===== config.mk =====
export PLATFORM = sky130hd
export DESIGN_NAME = seg_scan_ctrl_flat
export DESIGN_NICKNAME = d
export VERILOG_FILES = /design/src/rtl/seg_scan_ctrl_if.sv /design/src/rtl/seg_scan_ctrl.sv /design/src/flat_wrapper.sv
export SDC_FILE = /design/constraint.sdc
export NUM_CORES = 1
export LEC_CHECK = 0
export CAP_MARGIN = 30
export CORE_MARGIN = 3
export CORE_UTILIZATION = 40
export DETAILED_ROUTE_END_ITERATION = 8
export GPL_ROUTABILITY_DRIVEN = 0
export SYNTH_ARGS = -nofsm -noshare
export SYNTH_HDL_FRONTEND = slang
export SYNTH_SLANG_ARGS = --single-unit
export TNS_END_PERCENT = 10

===== constraint.sdc =====
create_clock -name CLK -period 4.4 [get_ports CLK]
set_input_delay 0.88 -clock CLK [delete_from_list [all_inputs] [get_ports CLK]]
set_output_delay 0.88 -clock CLK [all_outputs]
set_load 0.01 [all_outputs]

===== src/rtl/seg_scan_ctrl_if.sv =====
// seg_scan_ctrl_if: display value/brightness in, segment/digit drive out for seg_scan_ctrl
interface seg_scan_ctrl_if #(parameter int NUM_DIGITS = 2);
  logic [4*NUM_DIGITS-1:0] value;
  logic [NUM_DIGITS-1:0] dp_in;
  logic load;
  logic [3:0] brightness;
  logic [6:0] seg;
  logic dp;
  logic [NUM_DIGITS-1:0] dig_en;
  logic frame_start;
  modport master(output value, dp_in, load, brightness, input seg, dp, dig_en, frame_start);
  modport slave(input value, dp_in, load, brightness, output seg, dp, dig_en, frame_start);
endinterface


===== src/rtl/seg_scan_ctrl.sv =====
// seg_scan_ctrl: multiplexed 7-seg scan with dead-time, PWM brightness, frame-synchronous update; SEG_SCAN_LZ_BLANK_EN enables leading-zero blanking
module seg_scan_ctrl #(
  parameter int NUM_DIGITS = 2,
  parameter int DWELL_CYCLES = 64,
  parameter int BLANK_CYCLES = 4
) (
  input logic CLK,
  input logic rst,
  seg_scan_ctrl_if.slave bus
);
  localparam int TW = $clog2(DWELL_CYCLES + BLANK_CYCLES + 1);
  localparam int DW = NUM_DIGITS > 1 ? $clog2(NUM_DIGITS) : 1;
  localparam int STEP = DWELL_CYCLES / 16;
  localparam logic [6:0] GLYPH [16] = '{
    7'b1111110, 7'b0110000, 7'b1101101, 7'b1111001,
    7'b0110011, 7'b1011011, 7'b1011111, 7'b1110000,
    7'b1111111, 7'b1111011, 7'b1110111, 7'b0011111,
    7'b1001110, 7'b0111101, 7'b1001111, 7'b1000111
  };
  typedef enum logic {BLANK, SHOW} state_t;
  localparam state_t FIRST = BLANK_CYCLES == 0 ? SHOW : BLANK;
  state_t st, st_nx;
  logic [DW-1:0] dig, dig_nx;
  logic [TW-1:0] tmr, tmr_nx;
  logic [4*NUM_DIGITS-1:0] sh_v, act_v, act_v_nx;
  logic [NUM_DIGITS-1:0] sh_dp, act_dp, act_dp_nx;
  logic [3:0] bri_q, bri_eff, nib;
  logic last, frame_edge, lit;
  logic [6:0] seg_q;
  logic dp_q, fs_q;
  logic [NUM_DIGITS-1:0] en_q;
  assign bus.seg = seg_q;
  assign bus.dp = dp_q;
  assign bus.dig_en = en_q;
  assign bus.frame_start = fs_q;
  // slot sequencing, frame-boundary value swap (with same-edge load bypass) and per-slot brightness latch
  always_comb begin
    last = st == SHOW ? tmr == TW'(DWELL_CYCLES - 1) : tmr == TW'(BLANK_CYCLES - 1);
    tmr_nx = last ? '0 : tmr + 1'b1;
    st_nx = !last ? st : st == BLANK ? SHOW : FIRST;
    dig_nx = (last && st == SHOW) ? (dig == DW'(NUM_DIGITS - 1) ? '0 : dig + 1'b1) : dig;
    frame_edge = st == FIRST && dig == '0 && tmr == '0;
    act_v_nx = !frame_edge ? act_v : bus.load ? bus.value : sh_v;
    act_dp_nx = !frame_edge ? act_dp : bus.load ? bus.dp_in : sh_dp;
    nib = act_v_nx[4*dig +: 4];
    bri_eff = (st == SHOW && tmr == '0) ? bus.brightness : bri_q;
`ifdef SEG_SCAN_LZ_BLANK_EN
    lit = st == SHOW && (dig == '0 || (act_v_nx >> (4*dig)) != '0 || act_dp_nx[dig]);
`else
    lit = st == SHOW;
`endif
  end
  // state, value registers and registered display outputs
  always_ff @(posedge CLK) begin
    if (rst) begin
      st <= FIRST;
      dig <= '0;
      tmr <= '0;
      sh_v <= '0;
      sh_dp <= '0;
      act_v <= '0;
      act_dp <= '0;
      bri_q <= '0;
      seg_q <= '0;
      dp_q <= 1'b0;
      en_q <= '0;
      fs_q <= 1'b0;
    end else begin
      st <= st_nx;
      dig <= dig_nx;
      tmr <= tmr_nx;
      if (bus.load) begin
        sh_v <= bus.value;
        sh_dp <= bus.dp_in;
      end
      act_v <= act_v_nx;
      act_dp <= act_dp_nx;
      bri_q <= bri_eff;
      seg_q <= lit ? GLYPH[nib] : '0;
      dp_q <= lit && act_dp_nx[dig];
      en_q <= (lit && 32'(tmr) < 32'(bri_eff) * STEP) ? NUM_DIGITS'(1) << dig : '0;
      fs_q <= frame_edge;
    end
  end
endmodule


===== src/flat_wrapper.sv =====
// flat-port wrapper written by rule: the top's interface ports become plain ports
module seg_scan_ctrl_flat 
#(
  parameter int NUM_DIGITS = 2,
  parameter int DWELL_CYCLES = 64,
  parameter int BLANK_CYCLES = 4
)
  (CLK, rst, bus_value, bus_dp_in, bus_load, bus_brightness, bus_seg, bus_dp, bus_dig_en, bus_frame_start);
  seg_scan_ctrl_if #(.NUM_DIGITS(NUM_DIGITS)) bus_i ();
  input logic CLK;
  input logic rst;
  input wire logic [$bits(bus_i.value)-1:0] bus_value;
  input wire logic [$bits(bus_i.dp_in)-1:0] bus_dp_in;
  input wire logic [$bits(bus_i.load)-1:0] bus_load;
  input wire logic [$bits(bus_i.brightness)-1:0] bus_brightness;
  output wire logic [$bits(bus_i.seg)-1:0] bus_seg;
  output wire logic [$bits(bus_i.dp)-1:0] bus_dp;
  output wire logic [$bits(bus_i.dig_en)-1:0] bus_dig_en;
  output wire logic [$bits(bus_i.frame_start)-1:0] bus_frame_start;
  assign bus_i.value = bus_value;
  assign bus_i.dp_in = bus_dp_in;
  assign bus_i.load = bus_load;
  assign bus_i.brightness = bus_brightness;
  assign bus_seg = bus_i.seg;
  assign bus_dp = bus_i.dp;
  assign bus_dig_en = bus_i.dig_en;
  assign bus_frame_start = bus_i.frame_start;
  seg_scan_ctrl #(.NUM_DIGITS(NUM_DIGITS), .DWELL_CYCLES(DWELL_CYCLES), .BLANK_CYCLES(BLANK_CYCLES)) u_core (.CLK(CLK), .rst(rst), .bus(bus_i));
endmodule

==> summary.md, run 1 <==
| Metric | Value |
|---|---|
| Status | `finished clean` |
| Max incr delay on CP | `0.65 ns` |
| Clk buf depth | `2` |
| Via count | `1471` |
| Max-slew violations | `0` |
| # clock sinks | `44` |
| Final setup viols | `0` |
| Clock Latency Late Sink | `0.29 ns` |
| Fin crit share | `0.774` |
| Setup TNS | `0 ns` |
| Htree depth | `2` |
| Synth cell count leaders | `45 x nor2_1, 44 x dfxtp_1, 16 x mux2i_1` |
| Setup bufs post-CTS | `0` |
| Clock power frac | `0.273` |
| Post-synth top area share | `0.449` |
| Detailed Route WL | `3570 um` |
| Asr flop ratio synth | `0` |
| CP Buf/Inv Count | `1` |
| Net Count, Synth | `246` |
| Pin count of the biggest net entering global routing | `31` |
| Worst Hold Class | `register to register` |
| Clk_skew | `0.00414 ns` |
| Synthesized cell area | `0.00196 sq mm` |
| Critical Path, Cell by Cell | `or4b_1 > or2_2 > nor2_1 > a21oi_1 > o21ai_0 > inv_1 > ha_1 > or3b_1 > a31oi_1` |
| CTS tree | `yes` |
| Vias in the first global route | `1354` |
| WP data arrival | `3.62 ns` |
| FMAX | `0.294 GHz` |
| Worst slew pin tran | `0.753 ns` |
| Gr ovfl total | `0` |
| Top delay family on crit path | `simple AND/OR/NAND/NOR gates` |
| Critical Path RT | `4.62 ns` |
| EDFF count, synth | `0` |
| Core footprint | `0.00453 sq mm` |
| Initial Util | `0.433` |
| Nets@finish | `270` |
| Count leader, synth | `nor2_1` |
| Reg2Reg Setup Slack | `0.99 ns` |
| First-pass GRT wire length | `6160 um` |
| Hold Buf Count CTS | `0` |
| Die W | `76.1 um` |
| Reg-to-reg startpoint | `u_core.dig` |
| P_sw | `240 uW` |
| Number of diodes | `0` |
| Synth-to-layout area growth | `19.8%` |
| Detail Route Antenna Nets | `0` |
| RSZ-0062 raised after global routing | `false` |
| Hold Crit Start | `u_core.tmr[0]` |
| Sequential area share after synthesis | `0.449` |
| Yosys warning count | `0` |
| Syn Area/Cell | `9.05 sq um` |
| Pre-Repair DR Iteration Count | `4` |
| IO Pins | `28` |
| Leak | `0.000963 uW` |
| Post-route DRC | `0` |
| 1st-iter DRT viols | `97` |
| Critical R2R Capture | `u_core.bus.seg[6]` |
| Fin crit period | `3.41 ns` |
| Hold Crit Endpoint | `u_core.tmr[0]` |
| Die H | `76.1 um` |
| Initial antenna violation count | `0` |
| PD cells | `362 mW/mm^2` |
| Cell count after synthesis | `217` |
| Slew headroom | `0.494` |
| Flop pwr share | `0.509` |
| Switching share of power | `0.282` |
| Top cells by area, synth | `dfxtp_1 45%, nor2_1 8.6%, mux2i_1 8.2%` |
| Comb power frac | `0.218` |
| Port bufs | `27` |
| Reg2Reg Depth | `9` |
| Layout cells sized above 1 | `0.0705` |
| Critical path type | `register to register` |
| Yosys top cell by area | `dfxtp_1` |
| Internal power | `611 uW` |
| Via/cell ratio | `4.81` |
| Die area | `0.00578 sq mm` |
| Root Driver | `clkbuf_8` |
| Clock transition at the registers of the reported paths | `0.07 ns` |
| DR WL/cell | `11.7 um` |
| Global Route Usage Sum | `0.133` |
| Pre-CTS setup slack | `0.996 ns` |
| CP max stage cell | `or4b_1` |
| Max_cap viols | `0` |
| Peak VDD IR | `0.197 mV` |
| Clock buffer count from CTS | `5` |
| Hold Vio Cnt, Final | `0` |
| Worst setup EP type | `register` |
| Row count | `24` |
| Hold path cells | `1` |
| Yosys reg bits | `44` |
| Count of cell types in the netlist | `40` |
| Post-DP HPWL | `2570 um` |
| Worst Setup Slack, final | `0.994 ns` |
| PostCTS Resize Cnt | `0` |
| Crit-path max FO | `20` |
| CP startpoint kind | `register` |
| Most used DFF post-synth | `dfxtp_1` |
-- power groups by stage --
stage	clock network (uW)	logic, uW	registers, uW
after global placement	0	187	443
after detailed placement	0	186	443
after CTS	243	187	433
after floorplan	0	138	442
after global routing	258	211	437
final	232	186	433
-- final cells by class --
| class | instances | area, sq um |
|---|---|---|
| sequential | 44 | 881 |
| timing repair buffer | 29 | 285 |
| clock inverter | 1 | 5.00 |
| fill | 442 | 2180 |
| multi-input combinational | 154 | 1000 |
| clock buffer | 6 | 72.6 |
| tap | 65 | 81.3 |
| inverter | 7 | 26.3 |
-- layer usage --
metal	up-vias	GRT usage	share of wire
met5	-	0	0
met1	653	0.171	0.49
met3	2	0.0532	0.050
li1	787	-	-
met2	29	0.198	0.45
met4	0	0.0543	0.010
-- layout by cell type (no fill, tap or decap), types with 2 or more instances in the layout --
master / instances
buf_4: 2
inv_1: 7
nand3_1: 2
or2_2: 2
nor3_1: 4
nor2_1: 45
mux2i_1: 16
xor2_1: 3
and3_1: 2
nor2b_1: 4
a221oi_1: 3
or4_1: 2
a211oi_1: 2
clkbuf_8: 5
nand2_1: 13
ha_1: 12
o21ai_0: 6
o21a_1: 2
or3_1: 2
clkdlybuf4s50_1: 27
a21oi_1: 14
dfxtp_1: 44
mux2_2: 2
xnor2_1: 3
nand2b_1: 2
-- cells by family (layout without fill, tap and decap cells) --
logic type | after synthesis | after routing | synth area share
XOR/XNOR | 6 | 6 | 0.0268
flip-flops | 44 | 44 | 0.449
adder cells (fa/ha/maj) | 12 | 12 | 0.0765
buffers and inverters | 19 | 43 | 0.0414
AND/OR/NAND/NOR | 82 | 82 | 0.189
AO/OA/AOI/OAI | 36 | 36 | 0.124
multiplexers | 18 | 18 | 0.0931
-- worst max-delay path by stage --
stage | from | end | slack [ns] | cells after the start
2_1_floorplan | u_core.tmr[0] | u_core.bus.seg[6] | 1.38 | 12
3_3_place_gp | bus_load | u_core.bus.seg[6] | 1.05 | 10
3_5_place_dp | bus_load | u_core.bus.seg[6] | 1.0 | 10
4_1_cts | u_core.dig | u_core.bus.seg[6] | 1.02 | 9
5_1_grt | u_core.dig | u_core.bus.seg[6] | 0.68 | 9
6_report | u_core.dig | u_core.bus.seg[6] | 0.99 | 9
-- flip-flops by register name, indices dropped and copies added, names as in the netlist --
register                flops
u_core.sh_dp                2
u_core.tmr                  7
u_core.sh_v                 8
u_core.bus.dig_en           2
u_core.act_dp               2
u_core.bus.frame_start      1
u_core.bri_q                4
u_core.bus.dp               1
u_core.bus.seg              7
u_core.lit                  1
u_core.dig                  1
u_core.act_v                8
-- metrics by stage --
stage	instances	util	power, uW	hold slack, ns	cell area, sq um
detailed placement	299	0.502	628	0.450	2270
global placement	299	0.502	630	0.446	2270
CTS	306	0.519	863	0.470	2350
floorplan	217	-	581	0.430	1960
global route	306	0.519	905	0.502	2350
finish	306	0.519	851	0.466	2350
Note: power is estimated with default switching activity, not from simulation.
==> inputs of run 2 (changes only) <==
Clock period 4.4 ns to 3.4 ns, I/O delays scaled along.
==> run 2 against run 1 <==
Effect of this change:
- die area unchanged
- sequential power up 29%
- clock power up 67%
- routed wire length up 4.7%
- count of clock-buffer cells in the layout unchanged
- sequential cell count unchanged
- critical path type unchanged
- largest cell class unchanged
==> summary.md, run 2 (synthesized netlist as in run 1, its figures left out) <==
| Metric | Value |
|---|---|
| Status | `finished clean` |
| IO Pins | `28 (unchanged)` |
| Global Route Usage Sum | `0.140 (+0.00763)` |
| Clk buf depth | `2 (unchanged)` |
| Synth-to-layout area growth | `23.6%` |
| Leak | `0.00101 uW (+4.8%)` |
| First-pass GRT wire length | `6630 um (+7.6%)` |
| Comb power frac | `0.209 (-0.009)` |
| Clock buffer count from CTS | `5 (unchanged)` |
| Post-DP HPWL | `2780 um (+8.3%)` |
| Layout cells sized above 1 | `0.0968 (+0.0262)` |
| Clk_skew | `0.00277 ns (-0.00137 ns)` |
| Critical R2R Capture | `u_core.bus.seg[6]` |
| Clock transition at the registers of the reported paths | `0.08 ns (about the same)` |
| Met1 Track Usage GR | `0.176 (+0.00557)` |
| Vias in the first global route | `1475 (+8.9%)` |
| Global routing's busiest layer | `met2` |
| Switching share of power | `0.269 (-0.0126)` |
| Max_cap viols | `0 (unchanged)` |
| Max-slew violations | `0 (unchanged)` |
| CP most frequent cell | `ha_1` |
| Most frequent cells in the layout | `45 x nor2_1, 44 x dfxtp_1, 27 x clkdlybuf4s50_1` |
| Critical Path RT | `3.62 ns (-1.00 ns)` |
| Worst slew pin tran | `0.580 ns (-0.173 ns)` |
| Reg2Reg Setup Slack | `0.44 ns (-0.55 ns)` |
| Pre-Repair DR Iteration Count | `4 (unchanged)` |
| Hold Vio Cnt, Final | `0 (unchanged)` |
| Worst Hold Class | `register to register` |
| Via/cell ratio | `4.79 (-0.44%)` |
| Via count | `1498 (+1.8%)` |
| Clock power frac | `0.324 (+0.051)` |
| RSZ-0062 raised after global routing | `false` |
| Crit-path max FO | `17 (-15%)` |
| Detailed Route WL | `3740 um (+4.7%)` |
| Hold Crit Endpoint | `u_core.tmr[0]` |
| Hold Crit Start | `u_core.tmr[0]` |
| P_sw | `323 uW (+35%)` |
| Die H | `76.1 um (unchanged)` |
| Root Driver | `clkbuf_8` |
| Row count | `24 (unchanged)` |
| Setup bufs post-CTS | `0 (unchanged)` |
| Port bufs | `27 (unchanged)` |
| Leading cell type in the layout, fill and taps excluded | `nor2_1` |
| Nets@finish | `276 (+2.2%)` |
| Routing usage on met2 | `0.223 (+0.0248)` |
| Flop pwr share | `0.467 (-0.042)` |
| CP max stage cell | `or4b_1` |
| Gr ovfl total | `0 (unchanged)` |
| Internal power | `876 uW (+43%)` |
| Detail Route Antenna Nets | `0 (unchanged)` |
| Top flop regs | `u_core.act_v (8), u_core.sh_v (8)` |
| Core footprint | `0.00453 sq mm (unchanged)` |
| Initial Util | `0.433 (unchanged)` |
| # clock sinks | `44 (unchanged)` |
| Critical path type | `register to register` |
| Slew headroom | `0.603 (+0.109)` |
| PD cells | `494 mW/mm^2 (+36%)` |
| Pin count of the biggest net entering global routing | `30 (-3.2%)` |
| DR WL/cell | `11.9 um (+2.4%)` |
| Fin crit period | `2.96 ns (-0.447 ns)` |
| FMAX | `0.338 GHz (+15%)` |
| Setup TNS | `0 ns (unchanged)` |
| Reg-to-reg startpoint | `u_core.tmr[0]` |
| Max incr delay on CP | `0.51 ns (-0.14 ns)` |
| WP data arrival | `3.18 ns (-0.44 ns)` |
| # fillers | `418 (-5.4%)` |
| Htree depth | `2 (unchanged)` |
| Grt met3 use | `0.0426 (-0.0106)` |
| Reg2Reg Depth | `10 (+1)` |
| Post-route DRC | `0 (unchanged)` |
| Die W | `76.1 um (unchanged)` |
| Die area | `0.00578 sq mm (unchanged)` |
| 1st-iter DRT viols | `61 (-37%)` |
| Final setup viols | `0 (unchanged)` |
| Critical Path, Cell by Cell | `inv_1 > ha_1 > or4b_1 > or2_2 > buf_4 > a21oi_1 > o21ai_0 > ha_1 > or3_1 > a31oi_1` |
| Fin crit share | `0.870 (+0.0961)` |
| CP startpoint kind | `register` |
| Clock Latency Late Sink | `0.29 ns (about the same)` |
| Worst setup EP type | `register` |
| Number of diodes | `0 (unchanged)` |
| Peak VDD IR | `0.291 mV (+48%)` |
| Tot Pwr | `1200 uW (+41%)` |
| Hold path cells | `1 (unchanged)` |
| CTS tree | `yes` |
| Initial antenna violation count | `0 (unchanged)` |
[run 2: area by class of cell]
class	instances	area [sq um]	share of cell area
sequential	44	881	0.363
tap	65	81.3	0.0335
multi-input combinational	154	1000	0.412
clock inverter	2	35.0	0.0144
inverter	7	26.3	0.0108
clock buffer	6	72.6	0.0299
timing repair buffer	35	330	0.136
[run 2: worst max-delay path by stage]
stage / start / to / slack (ns) / depth (start not counted)
after floorplan: u_core.tmr[0] / u_core.bus.seg[6] / 0.38 / 12
after global placement: u_core.tmr[0] / u_core.bus.seg[6] / 0.36 / 11
after detailed placement: u_core.tmr[0] / u_core.bus.seg[6] / 0.26 / 11
after CTS: u_core.tmr[0] / u_core.bus.seg[6] / 0.25 / 11
after global routing: u_core.tmr[0] / u_core.bus.seg[3] / 0.19 / 12
final: u_core.tmr[0] / u_core.bus.seg[6] / 0.44 / 10
[run 2: repair_timing]
item | 4_1_cts | 5_1_grt
hold buffers | 0 | 0
gates resized for setup | 0 | 1
endpoints found under the setup margin | 0 | 2
[run 2: layer usage]
metal,up-vias,part of all wire
met4,0,0.012
li1,794,-
met3,5,0.037
met5,-,0
met2,21,0.46
met1,678,0.49
[run 2: power by group through the flow]
stage,logic (uW),clock network [uW],registers [uW]
after floorplan,179,0,572
after global placement,250,0,572
after detailed placement,250,0,572
after CTS,252,401,560
after global routing,285,423,563
final,251,388,560
[run 2: stage by stage]
stage	instances	instance area (sq um)	hold WS [ns]	util	setup slack, ns
after CTS	313	2430	0.478	0.535	0.255
final	313	2430	0.475	0.535	0.441
after detailed placement	305	2320	0.458	0.512	0.265
after global routing	313	2430	0.494	0.535	0.189
after floorplan	217	1960	0.430	-	0.378
after global placement	305	2320	0.446	0.512	0.360
[run 2: critical path, delay by kind of cell (launching register included)]
| family | cells | cell delay, ns |
|---|---|---|
| AND/OR/NAND/NOR | 3 | 1.24 |
| buffers and inverters | 2 | 0.27 |
| flip-flops | 1 | 0.34 |
| adder cells (fa/ha/maj) | 2 | 0.48 |
| AO/OA/AOI/OAI | 3 | 0.56 |
